--- config.mk ---
export PLATFORM = sky130hd
export DESIGN_NAME = page_alloc_enc
export DESIGN_NICKNAME = d
export VERILOG_FILES = /design/src/rtl/page_alloc_enc.sv
export SDC_FILE = /design/constraint.sdc
export NUM_CORES = 1
export LEC_CHECK = 0
export CORE_ASPECT_RATIO = 1.4
export CORE_MARGIN = 2
export CORE_UTILIZATION = 40
export CTS_BUF_LIST = sky130_fd_sc_hd__clkbuf_4
export CTS_CLUSTER_SIZE = 12
export DETAILED_ROUTE_END_ITERATION = 16
export PLACE_DENSITY_LB_ADDON = 0.12
export SKIP_LAST_GASP = 1
export SYNTH_ARGS = -nofsm -noshare
export SYNTH_HDL_FRONTEND = slang
export SYNTH_SLANG_ARGS = --single-unit
--- constraint.sdc ---
create_clock -name i_clk -period 4.6 [get_ports i_clk]
set_input_delay 0.92 -clock i_clk [delete_from_list [all_inputs] [get_ports i_clk]]
set_output_delay 0.92 -clock i_clk [all_outputs]
set_load 0.005 [all_outputs]
--- src/rtl/page_alloc_enc.sv ---
// Page allocator: per-page bitmap, binary tree of free flags, and a
// top-down walk (one level per cycle) that picks and claims a free page.
module page_alloc_enc #(
  parameter  int PAGES = 16,
  localparam int LVLS  = $clog2(PAGES)
) (
  input  logic            i_clk,
  input  logic            i_rstn,
  output logic            o_rdy,
  input  logic            i_alloc_req,
  input  logic            i_inv,
  output logic            o_alloc_ack,
  output logic            o_alloc_fail,
  output logic [LVLS-1:0] o_alloc_page,
  input  logic            i_free_req,
  input  logic [LVLS-1:0] i_free_page,
  output logic            o_free_err,
  output logic [LVLS:0]   o_free_cnt,
  output logic            o_full,
  output logic            o_empty
);

  localparam int NODES = 2 * PAGES - 1;
  localparam int NW    = LVLS + 1;
  localparam int LW    = $clog2(LVLS + 1);

  typedef enum logic [1:0] {IDLE, SEARCH, COMMIT} state_t;

  state_t          state;
  logic [PAGES-1:0] bitmap;
  logic [LVLS:0]    free_cnt;
  logic [NW-1:0]    node;
  logic [LW-1:0]    lvl;
  logic [LVLS-1:0]  idx;
  logic             inv;

  logic [NODES-1:0] tree;
  logic [NW-1:0]    left_child;
  logic [NW-1:0]    right_child;
  logic             go_right;
  logic             free_hit;
  logic             full_after;

  // Heap-ordered tree: node n has children 2n+1 and 2n+2; leaves start at PAGES-1.
  always_comb begin
    tree = '0;
    for (int i = 0; i < PAGES; i++) begin
      tree[PAGES-1+i] = ~bitmap[i];
    end
    for (int n = PAGES - 2; n >= 0; n--) begin
      tree[n] = tree[2*n+1] | tree[2*n+2];
    end
  end

  assign left_child  = NW'({node, 1'b1});
  assign right_child = left_child + 1'b1;
  assign go_right    = inv ? tree[right_child] : ~tree[left_child];

  // A free accepted alongside an alloc counts toward the full check.
  assign free_hit   = bitmap[i_free_page];
  assign full_after = (free_cnt == '0) && !(i_free_req && free_hit);

  always_ff @(posedge i_clk) begin
    if (!i_rstn) begin
      state        <= IDLE;
      bitmap       <= '0;
      free_cnt     <= NW'(PAGES);
      node         <= '0;
      lvl          <= '0;
      idx          <= '0;
      inv          <= 1'b0;
      o_alloc_ack  <= 1'b0;
      o_alloc_fail <= 1'b0;
      o_alloc_page <= '0;
      o_free_err   <= 1'b0;
    end else begin
      o_alloc_ack <= 1'b0;
      o_free_err  <= 1'b0;
      case (state)
        IDLE: begin
          if (i_free_req) begin
            if (free_hit) begin
              bitmap[i_free_page] <= 1'b0;
              free_cnt            <= free_cnt + 1'b1;
            end else begin
              o_free_err <= 1'b1;
            end
          end
          if (i_alloc_req) begin
            inv <= i_inv;
            if (full_after) begin
              o_alloc_ack  <= 1'b1;
              o_alloc_fail <= 1'b1;
            end else begin
              state <= SEARCH;
              node  <= '0;
              lvl   <= '0;
              idx   <= '0;
            end
          end
        end
        SEARCH: begin
          node <= go_right ? right_child : left_child;
          idx  <= LVLS'({idx, go_right});
          lvl  <= lvl + 1'b1;
          if (lvl == LW'(LVLS - 1)) begin
            state <= COMMIT;
          end
        end
        COMMIT: begin
          bitmap[idx]  <= 1'b1;
          free_cnt     <= free_cnt - 1'b1;
          o_alloc_ack  <= 1'b1;
          o_alloc_fail <= 1'b0;
          o_alloc_page <= idx;
          state        <= IDLE;
        end
        default: state <= IDLE;
      endcase
    end
  end

  assign o_rdy      = (state == IDLE);
  assign o_free_cnt = free_cnt;
  assign o_full     = (free_cnt == '0);
  assign o_empty    = (free_cnt == NW'(PAGES));

  popcount_matches_cnt: assert property (@(posedge i_clk) disable iff (!i_rstn)
    $countones(bitmap) == (PAGES - int'(free_cnt)));

endmodule

Word level (Yosys, flattened, before mapping)
Index checks and enable logic that the tools add are counted.
Word-level totals
  input bits: 9
  memories: 0
  logic and storage cells: 119
  memory bits (writable): 0
  output and inout port bits: 15
  latch bits: 0
  register bits after elaboration: 42
  bits in read-only memories: 0
Cells by class
  bitwise gates (word level): 35
  $lt $le $gt $ge: 6
  equality and inequality tests: 10
  multiply operators: 0
  div/mod/pow operators: 0
  add/subtract/negate cells: 4
  reduce and logical (&&, ||, !) cells: 15
  shifts and indexed selects: 0
  mux-type cells: 38
Operators by type and width (number)
  two-way mux 16 bit: 2
  case mux 16 bit (2 select lines): 1
  two-way mux 4 bit: 5
  inverter 1 bit: 17
  bitwise AND 16 bit: 1
  inverter 16 bit: 1
  OR 16 bit: 1
  case mux 4 bit (2 select lines): 2
  OR 1 bit: 15
  AND reduction 3 bit: 5
  < comparator 5 x 6 -> 1 bit, second input constant: 2
  two-way mux 1 bit: 11
  adder 5 x 1 -> 5 bit, second input constant: 2
  < comparator 4 x 5 -> 1 bit, second input constant: 2
  two-way mux 5 bit: 2
  case mux 5 bit (2 select lines): 1
  binary-select mux 1 bit (select 4 bit): 2
  demux 1 bit (select 4 bit): 2
  greater-or-equal comparator 4 x 1 -> 1 bit, second input constant: 2
  != test 2 x 1 -> 1 bit, second input constant: 4
  two-way mux 2 bit: 3
  two-way mux 3 bit: 2
  case mux 3 bit (2 select lines): 1
  binary-select mux 1 bit (select 5 bit): 1
  other kinds (15): 21

Longest topological paths before layout
  depth in word-level cells: 10
  depth in mapped cells: 10
  depth with buffers taken out: 9

Least setup slack after synthesis
Ideal clock, no wire load.
  path type: input to register
  start point: input port i_free_page[0]
  end point: register lvl[2]
  path slack: 2.060 ns
  stages: 8
  data arrival time: 2.451 ns
  path buffers: 2
  library setup time: 0.088 ns
  data required time: 4.512 ns
  path through: buf_6 mux4_2 nand2b_1 and3_4 o21ai_4 a311oi_2 buf_6 o32ai_2
On the way
  word-level cells in the longest chain between the ends: 7
Ends and longest elaborated chain
  start, declared: RTL line 16  | input logic [LVLS-1:0] i_free_page,
  binary-select mux 1 bit (select 4 bit): RTL line 60  | assign free_hit = bitmap[i_free_page];
  two-way mux 1 bit (not written as such): RTL line 60
  logical AND 1 bit: RTL line 61  | assign full_after = (free_cnt == '0) && !(i_free_req && free_hit);
  zero test 1 bit: RTL line 61
  logical AND 1 bit: RTL line 61
  != test 2 bit (no line)
  AND reduction 3 bit (no line)
  end signal, assigned: RTL line 105  | lvl <= lvl + 1'b1;
  end, declared: RTL line 33  | logic [LW-1:0] lvl;
Every way passes these cells. The select of a mux whose other input is x is not followed.
A chain may end at the register's enable or synchronous reset.

Final worst setup path
  start point: input port i_free_page[1]
  end point: register node[3]
On the way
  word-level cells in the longest chain between the ends: 7
Ends and longest elaborated chain
  binary-select mux 1 bit (select 4 bit): RTL line 60
  two-way mux 1 bit (not written as such): RTL line 60
  logical AND 1 bit: RTL line 61
  zero test 1 bit: RTL line 61
  logical AND 1 bit: RTL line 61
  != test 2 bit (no line)
  AND reduction 3 bit (no line)
  end signal, assigned: RTL line 103  | node <= go_right ? right_child : left_child;
  end, declared: RTL line 32  | logic [NW-1:0] node;
Every way passes these cells. The select of a mux whose other input is x is not followed.

==> results.py <==
metrics = {
    "sta": {
        "rsz0062_at_grt": "no",
        "final-max-slew-violation-count": 0,
        "period_minus_slack_ps": 2980,
        "slew_headroom_pct": 58.6,
        "fin_ws_ps": 1620,
        "fin_worst_skew_ps": 11.0,
        "finalCritPeriodShare_pct": 64.7,
        "setup_viol_count_final": 0,
        "hold_slack_ps": 462,
        "finalHoldViolCount": 0,
        "max_freq_ghz": 0.336,
        "setup_tns_ps": 0,
        "worst_slew_pin_slew_ps": 621,
    },
    "route": {
        "drt_iter0_markers": 174,
        "vias_per_cell": 5.77,
        "num_vias": 2031,
        "drc": 0,
        "dr.pass1.iters": 4,
        "wirelength_mm": 5.75,
        "routedWlPerCell_um": 16.3,
        "ant_nets": 0,
    },
    "cells_and_area": {
        "postLayoutCellArea_um2": 2630,
        "fin_nets": 299,
        "num_antenna_cells": 0,
        "syn_to_final_growth_pct": 13.5,
        "final_layout_size_suffix_gt1_share_pct": 9.86,
    },
    "power": {
        "p_int_uw": 469,
        "power.share.sequential_pct": 57.7,
        "p_leak_uw": 0.000925,
        "p_clk_share_pct": 29.8,
        "switching_share_pct": 28.7,
        "ir_worst_vdd_uv": 171,
        "power.density_nw_per_um2": 250,
        "power_frac_comb_pct": 12.5,
        "p_sw_uw": 189,
    },
    "global_routing": {
        "grt_max_degree": 19,
        "grt_first_pass_wirelength_mm": 9.63,
        "grt_remaining_overflow": 0,
        "first_global_vias": 1943,
        "grt_usage_pct": 20.0,
        "antenna_found_initial": 0,
    },
    "run_status": {
        "outcome": "finished, final reports clean",
    },
    "min_path": {
        "hold_path.class": "register to register",
    },
    "synthesis": {
        "synth_area_per_cell_um2": 8.77,
        "ys_seq_elements": 42,
        "synthCells": 264,
        "synth_warnings": 0,
        "synth_edf_count": 0,
        "async_flop_share_pct": 0,
        "synth_nets": 280,
        "yosysSeqAreaShare_pct": 36.3,
        "synth_top_flop_cell": "dfxtp_1",
        "synth_cell_types": 57,
        "syn_area_um2": 2310,
    },
    "floorplan": {
        "die_area_um2": 6420,
        "io_pins": 24,
        "rows": 32,
        "coreArea_um2": 5570,
        "die_w_um": 68.3,
        "initial_core_util_pct": 41.6,
        "die_y_um": 94.0,
    },
    "clocking": {
        "clk_path_buf_depth": 2,
        "cts_tree": "done",
        "clk_latency_ps": 350,
        "cts_htree_levels": 2,
        "clock-root-buffer": "clkbuf_4",
        "cts_resized": 0,
        "cts_hold_buf": 0,
        "cts_num_sinks": 42,
        "postCtsSetupRepairBufs": 0,
        "clkTransAtPathRegs_ps": 140,
        "cts_buffers": 5,
    },
    "worst_setup_path": {
        "critical_path.startpoint_type": "input port",
        "worstPathMaxFanout": 12,
        "cp-end-kind": "register",
        "cp.arrival_ps": 3230,
        "path_class": "input port to register",
        "required_ps": 4860,
    },
    "place": {
        "placed_area_um2": 2560,
        "place_hpwl_mm": 4.31,
        "place.gp.congestion": 0.936,
        "port_buffers": 23,
        "pre_cts_slack_ps": 1290,
    },
    "flow_run": {
        "maxCapViolCount": 0,
    },
}
## cell usage in the layout (no fill, tap or decap), drive strengths merged, types with 2 or more instances in the layout
cell type / Yosys / layout
nor4: 2 / 2
xnor2: 6 / 6
or2: 2 / 2
dfxtp: 42 / 42
o211ai: 2 / 2
nor2b: 2 / 2
nand2: 29 / 29
mux2i: 9 / 9
ha: 6 / 6
and3: 4 / 4
nand3b: 2 / 2
clkdlybuf4s50: 0 / 23
a21oi: 17 / 17
inv: 13 / 14
nor2: 13 / 13
nand3: 13 / 13
o32ai: 4 / 4
buf: 8 / 2
or3: 2 / 2
clkinv: 1 / 2
a31oi: 2 / 2
mux4: 5 / 5
a41oi: 2 / 2
a21o: 2 / 2
o22ai: 4 / 4
clkbuf: 5 / 5
o21ai: 40 / 40
nand4: 5 / 5
nor3: 2 / 2
## per-layer routing
| metal | GRT usage [%] | vias up | routed length, um | part of all wire (%) |
|---|---|---|---|---|
| li1 | - | 1011 | - | - |
| met1 | 25.6 | 961 | 2500 | 43 |
| met2 | 33.3 | 53 | 2970 | 52 |
| met3 | 2.64 | 6 | 203 | 3.5 |
| met4 | 7.50 | 0 | 81 | 1.4 |
| met5 | 0 | - | 0 | 0 |
## worst max-delay path, cell delays in order
cell             delay, ps
clkdlybuf4s50_1        720
mux2i_1                140
a221o_1                400
nor2_2                 200
o21ai_4                110
a311oi_2               270
buf_4                  240
a2bb2oi_1              180
nand2_1                 60
## cells in the mapped netlist (2+ instances only)
cell type  number  share of area (%)
nand3b_1        2               0.65
nor2b_1         2               0.54
o21ai_0        38                8.2
ha_1            6                3.2
nor3_1          2               0.43
or2_2           2               0.54
a21oi_1        16                3.5
nor4_1          2               0.54
mux4_2          5                4.9
mux2i_1         9                3.9
nand2_1        29                4.7
o22ai_1         4                1.1
o32ai_2         4                2.8
a31oi_1         2               0.54
buf_4           4                1.3
clkbuf_1        4               0.65
inv_1          13                2.1
o211ai_1        2               0.65
nand3_1        13                2.8
nand4_1         5                1.4
nor2_1         12                1.9
xnor2_1         6                2.3
dfxtp_1        42                 36
or3_1           2               0.54
and3_1          3               0.81
buf_6           2               0.97
a21o_1          2               0.65
a41oi_1         2               0.76
## state kept, by name (all words and copies together), names as in the netlist
register	count
state	2
o_alloc_fail	1
o_free_err	1
idx	4
inv	1
node	4
o_alloc_page	4
bitmap	16
lvl	3
o_free_cnt	5
o_alloc_ack	1
## through the flow
| step | instances | power, uW | utilization, % |
|---|---|---|---|
| final | 352 | 658 | 47.2 |
| after global routing | 352 | 691 | 47.2 |
| after CTS | 352 | 667 | 47.2 |
| after detailed placement | 344 | 469 | 46.1 |
| after global placement | 344 | 469 | 46.1 |
| after floorplan | 264 | 445 | - |
## power by group through the flow
stage	clock network (uW)	logic (uW)	registers, uW
finish	196	82.3	379
global route	219	90.3	381
CTS	205	82.5	380
detailed placement	0	81.9	387
global placement	0	81.7	388
floorplan	0	64.0	381
## layout make-up
class                           instances  area, um2
Tap cell                               68       85.1
Timing Repair Buffer                   25        245
Clock buffer                            5       37.5
Inverter                               14       52.6
Fill cell                             561       2940
Clock inverter                          3       25.0
Multi-Input combinational cell        195       1340
Sequential cell                        42        841
## path summary, 6_finish.rpt
| check | startpoint | endpoint | slack (ps) | cells past startpoint |
|---|---|---|---|---|
| setup / recovery | i_free_page[1] | node[3] | 1620 | 9 |
| hold / removal | o_alloc_page[3] | o_alloc_page[3] | 460 | 2 |
| setup reg to reg | node[0] | node[2] | 1920 | 8 |
| hold reg to reg | o_alloc_page[3] | o_alloc_page[3] | 460 | 2 |
## kinds of logic (layout without fill, tap and decap cells)
group | Yosys count | after routing | synth area share [%]
compound gates | 85 | 85 | 24.7
xor+xnor | 7 | 7 | 2.65
fa+ha+maj | 7 | 7 | 4.11
buf+inv | 27 | 47 | 5.78
flops | 42 | 42 | 36.3
mux | 15 | 15 | 9.24
simple gates | 81 | 81 | 17.2
No activity file was read; power rests on OpenSTA's default activity.
==> RTL change 1: new RTL, same flow settings <==
Change the parameter `PAGES` from 16 to 8.
--- a/src/rtl/page_alloc_enc.sv
+++ b/src/rtl/page_alloc_enc.sv
@@ -2,5 +2,5 @@
 // top-down walk (one level per cycle) that picks and claims a free page.
 module page_alloc_enc #(
-  parameter  int PAGES = 16,
+  parameter  int PAGES = 8,
   localparam int LVLS  = $clog2(PAGES)
 ) (
Ports: changed (resized i_free_page, o_alloc_page and o_free_cnt); port bits go from 24 to 21. No check against the original RTL was run, so the function may have changed too.
==> RTL change 1 against the original RTL <==
Area after synthesis down 26%. Wire length decreased by 26%. Clock power is 8% higher. Sequential cell count shrank 13. Final area decreased by 23%. Setup slack improved by 100 ps. Total power fell by 17%. Non-clock buffer count shrank 4. Combinational power shrank 17%.
==> RTL change 1: results (changes against the original RTL) <==
metric	value	unit	change
status	finished, final reports clean		
Layout Utilization	48.3	%	+1.2 points
vias post-DR	1557		-23%
Critical R2R Launch	state[0]$_SDFFE_PN0P_		
Worst VDD drop	0.000145	V	-15%
clock-pin slew on the worst setup and hold paths	100	ps	-40 ps
CTS max path bufs	2		unchanged
mux share of post-synthesis cell area	6.12	%	-3.1 points
post-synthesis cell count	198		-25%
Post-Synth Adder-Cell Area	4.08	%	-0.029 points
CTS H-tree lvls	2		unchanged
Yosys cell types	54		-5.3%
Placed Area	1940	µm²	-24%
CP max FO	11		-1
Hold Crit Start	o_alloc_page[0]$_SDFFE_PN0P_		
DPL Wire Length	3.12	mm	-28%
Synth area leaders	dfxtp_1, nand2_1, mux2i_1		
RePlAce Congestion	0.783		-16%
clk_lat worst skew	340	ps	
placed cell count	255		-26%
Placement Setup Slack	1430	ps	+140 ps
Synth Net Count	211		-25%
routed len/inst	16.1	µm	-1.5%
XOR/XNOR Fraction of Synth Area	1.53	%	-1.1 points
Largest register FFs	8		-8
CTS root buf	clkbuf_4		
skew final	11.4	ps	+0.359 ps
PortBufs	20		-13%
worst setup path start	i_free_page[0]		
DR pass1 iterations	5		+1
Synth top cells by count	nand2_1, dfxtp_1, nor2_1		
global-route wire length before repair	7.46	mm	-23%
initial antenna violation count	0		unchanged
crit path DAT	3120	ps	-110 ps
largest net degree at the start of global routing	23		+4
complex-gate fraction of the synthesized area	28.7	%	+4.0 points
initial DRC count	69		-60%
GRT Total Usage	20.4	%	+0.44 points
Seq/Total Area, Yosys	33.8	%	-2.5 points
worst slew pin tran	638	ps	+17.5 ps
filler instances	397		-29%
DRT Wirelength	4.23	mm	-26%
Pleak	0.713	nW	-23%
Async SR Flop Fraction	0	%	unchanged
fin nets	230		-23%
layout cell share with drive strength beyond 1	9.17	%	-0.68 points
vias in the first global route	1540		-21%
Post CTS Setup Buffer Count	0		unchanged
CTS Buf Count	5		unchanged
RTL change 1: changes by cell type after synthesis, moves of 7 or more:
cell / delta
o21ai_0: -30
dfxtp_1: -13
nand3_1: -7
a21oi_1: -12
RTL change 1: kinds of logic after synthesis:
group	count (synthesis)
buffers and inverters	18
adder cells (fa/ha/maj)	5
XOR/XNOR	3
AND/OR/NAND/NOR	74
flip-flops	29
multiplexers	9
AO/OA/AOI/OAI	60
RTL change 1: stage by stage:
step / power (W) / hold slack (ps)
2_1_floorplan: 0.000315 / 456
6_report: 0.000545 / 472
3_3_place_gp: 0.000337 / 456
3_5_place_dp: 0.000339 / 465
4_1_cts: 0.000552 / 479
5_1_grt: 0.000573 / 514
RTL change 1: final cells by class:
type                    count  area (µm²)  area share [%]
inverters                   9        33.8            1.68
repair buffers             21         208            10.3
well taps                  45        56.3            2.79
flip-flops and latches     29         581            28.8
clock buffers               5        37.5            1.86
clock inverters             3        41.3            2.05
multi-input cells         151        1060            52.5
RTL change 1: path summary, 6_finish.rpt:
check	end	slack, ps	cells past startpoint
setup reg to reg	o_free_cnt[3]$_SDFFE_PN1P_	1790	9
setup / recovery	bitmap[0]$_SDFFE_PN0P_	1720	6
hold / removal	o_alloc_page[0]$_SDFFE_PN0P_	470	2
hold reg to reg	o_alloc_page[0]$_SDFFE_PN0P_	470	2
RTL change 1: per-layer routing:
metal | track usage [%] | part of all wire (%) | up-vias
met2 | 33.3 | 49 | 51
met3 | 5.83 | 5.0 | 10
met4 | 10.0 | 2.6 | 0
li1 | - | - | 767
met1 | 24.2 | 43 | 729
met5 | 0 | 0 | -
RTL change 1: worst max-delay path: stages:
cell and delay, ps:
clkdlybuf4s50_1 640, mux2i_1 170, a22oi_4 280, a41oi_2 370, o41a_1 490, a311oi_1 240
RTL change 1: power by group:
| part | total, W | switching (W) | internal [W] |
|---|---|---|---|
| Sequential | 0.000265 | 0.00000849 | 0.000257 |
| Clock | 0.000212 | 0.0000991 | 0.000112 |
| Combinational | 0.0000684 | 0.0000370 | 0.0000314 |
| Total | 0.000545 | 0.000145 | 0.000401 |
==> RTL change 2: new RTL, same settings <==
Without the edit above. Put one more register stage on the output `o_free_cnt`, cleared by the reset. The value now appears one clock later. The other outputs are not delayed to match.
--- a/src/rtl/page_alloc_enc.sv
+++ b/src/rtl/page_alloc_enc.sv
@@ -122,5 +122,11 @@
 
   assign o_rdy      = (state == IDLE);
-  assign o_free_cnt = free_cnt;
+  always_ff @(posedge i_clk) begin
+    if (!i_rstn) begin
+      o_free_cnt <= '0;
+    end else begin
+      o_free_cnt <= free_cnt;
+    end
+  end
   assign o_full     = (free_cnt == '0);
   assign o_empty    = (free_cnt == NW'(PAGES));
Formal check against the unedited RTL: not equivalent (a bounded check fails within 4 cycles, from zero or initial values and one cycle with i_rstn low).
==> RTL change 2 against the original RTL <==
Wire length up 7.2%. Setup slack lost 340 ps. Clock skew is 7.1 ps higher. Largest power group unchanged. Critical path type unchanged. Sequential power increased by 12%. Worst hold slack improved by 8.6 ps. Final area increased by 11%. Non-clock buffer count shrank 1. Total power grew 14%. Area after synthesis increased by 12%. Cell count grew 6.5%. Global-route usage down 1.6 points. Sequential cell count grew 5. Combinational power shrank 11%.
==> RTL change 2: results (changes against the original RTL) <==
metric	value	unit	change
status	finished, final reports clean		
Biggest register	bitmap		
PortBufs	23		unchanged
clk_lat worst skew	370	ps	+20 ps
vias in the first global route	2118		+9.0%
Pleak	1.08	nW	+17%
RePlAce Congestion	0.775		-17%
Crit-path slowest cell	clkdlybuf4s50_1		
CTS max path bufs	2		unchanged
cell family with most CP delay	multiplexers		
routed len/inst	16.4	µm	+0.66%
global-route wire length before repair	10.4	mm	+8.3%
relative slew slack	48.9	%	-9.7 points
Synth Net Count	303		+8.2%
GRT Total Usage	18.4	%	-1.6 points
Crit path largest cell delay	780	ps	+60 ps
Post CTS Setup Buffer Count	0		unchanged
Synth top cells by count	dfxtp_1, nand2_1, o21ai_0		
Synth area leaders	dfxtp_1, nand2_1, a32o_1		
Placed Area	2830	µm²	+10%
CTS H-tree lvls	2		unchanged
Async SR Flop Fraction	0	%	unchanged
vias per inst	5.86		+1.5%
Yosys cell types	59		+3.5%
CP max FO	16		+4
CTS resizes	0		unchanged
DPL Wire Length	4.49	mm	+4.2%
Congestion Overflow GR	0		unchanged
Max Slew Vio Count	0		unchanged
layout cell share with drive strength beyond 1	7.26	%	-2.6 points
vias post-DR	2196		+8.1%
initial DRC count	177		+1.7%
Worst VDD drop	0.000116	V	-32%
Seq/Total Area, Yosys	36.4	%	+0.092 points
DR pass1 iterations	4		unchanged
largest net degree at the start of global routing	48		+29
skew final	18.1	ps	+7.07 ps
WP data required	4890	ps	+30 ps
Synth Warn #	0		unchanged
clock-pin slew on the worst setup and hold paths	150	ps	
worst min path class	reg2reg		
initial antenna violation count	0		unchanged
placed cell count	367		+6.7%
Fin. Hold Viols	0		unchanged
fin nets	318		+6.4%
Mapped Avg Cell Area	9.00	µm²	+2.7%
Regs by FF count	bitmap (16), free_cnt (5), o_free_cnt (5)		
ant diodes	0		unchanged
RTL change 2: through the flow:
stage / hold WS [ps] / setup WS (ps) / util, %
after detailed placement: 456 / 887 / 45.3
after global placement: 453 / 901 / 45.3
after floorplan: 425 / 1870 / -
after CTS: 477 / 1290 / 46.6
final: 470 / 1280 / 46.6
after global routing: 492 / 1100 / 46.6
RTL change 2: layout make-up:
cell class	count	area [µm²]
fillers	634	3340
multi-input cells	212	1520
flip-flops and latches	47	941
repair buffers	24	238
well taps	72	90.1
inverters	12	45.0
clock inverters	3	43.8
clock buffers	5	37.5
RTL change 2: cell families after synthesis:
group,share of synthesized area (%)
compound gates,23.7
xor+xnor,2.03
fa+ha+maj,3.68
buf+inv,4.79
flops,36.4
mux,7.89
simple gates,21.5
RTL change 2: worst reg2reg max path: stages (launching register included):
cell and delay [ps]:
dfxtp_1 800, ha_1 430, mux4_2 540, mux2_2 280, nor3b_1 260, a41oi_1 150
a2111o_1 420, nand3_1 70
RTL change 2: where the power goes:
part | leakage (nW) | switching, W | internal (W) | total, W
registers | 0.380 | 0.0000102 | 0.000413 | 0.000424
logic | 0.657 | 0.0000400 | 0.0000330 | 0.0000729
clock network | 0.0452 | 0.000137 | 0.000115 | 0.000251
RTL change 2: path summary, 6_finish.rpt:
| path | start | to | slack [ps] | depth (start not counted) |
|---|---|---|---|---|
| max reg2reg | node[0]$_SDFFE_PN0P_ | node[3]$_SDFFE_PN0P_ | 1610 | 7 |
| max | i_free_page[0] | free_cnt[0]$_SDFFE_PN0P_ | 1280 | 7 |
| min reg2reg | o_alloc_page[3]$_SDFFE_PN0P_ | o_alloc_page[3]$_SDFFE_PN0P_ | 470 | 2 |
| min | o_alloc_page[3]$_SDFFE_PN0P_ | o_alloc_page[3]$_SDFFE_PN0P_ | 470 | 2 |
RTL change 2: metal layers:
layer	global-route usage, %	share of wire (%)	vias to the layer above
met5	0	0	-
met4	5.66	1.7	0
met3	2.43	3.1	8
met2	31.2	50	45
met1	24.1	46	1038
li1	-	-	1105
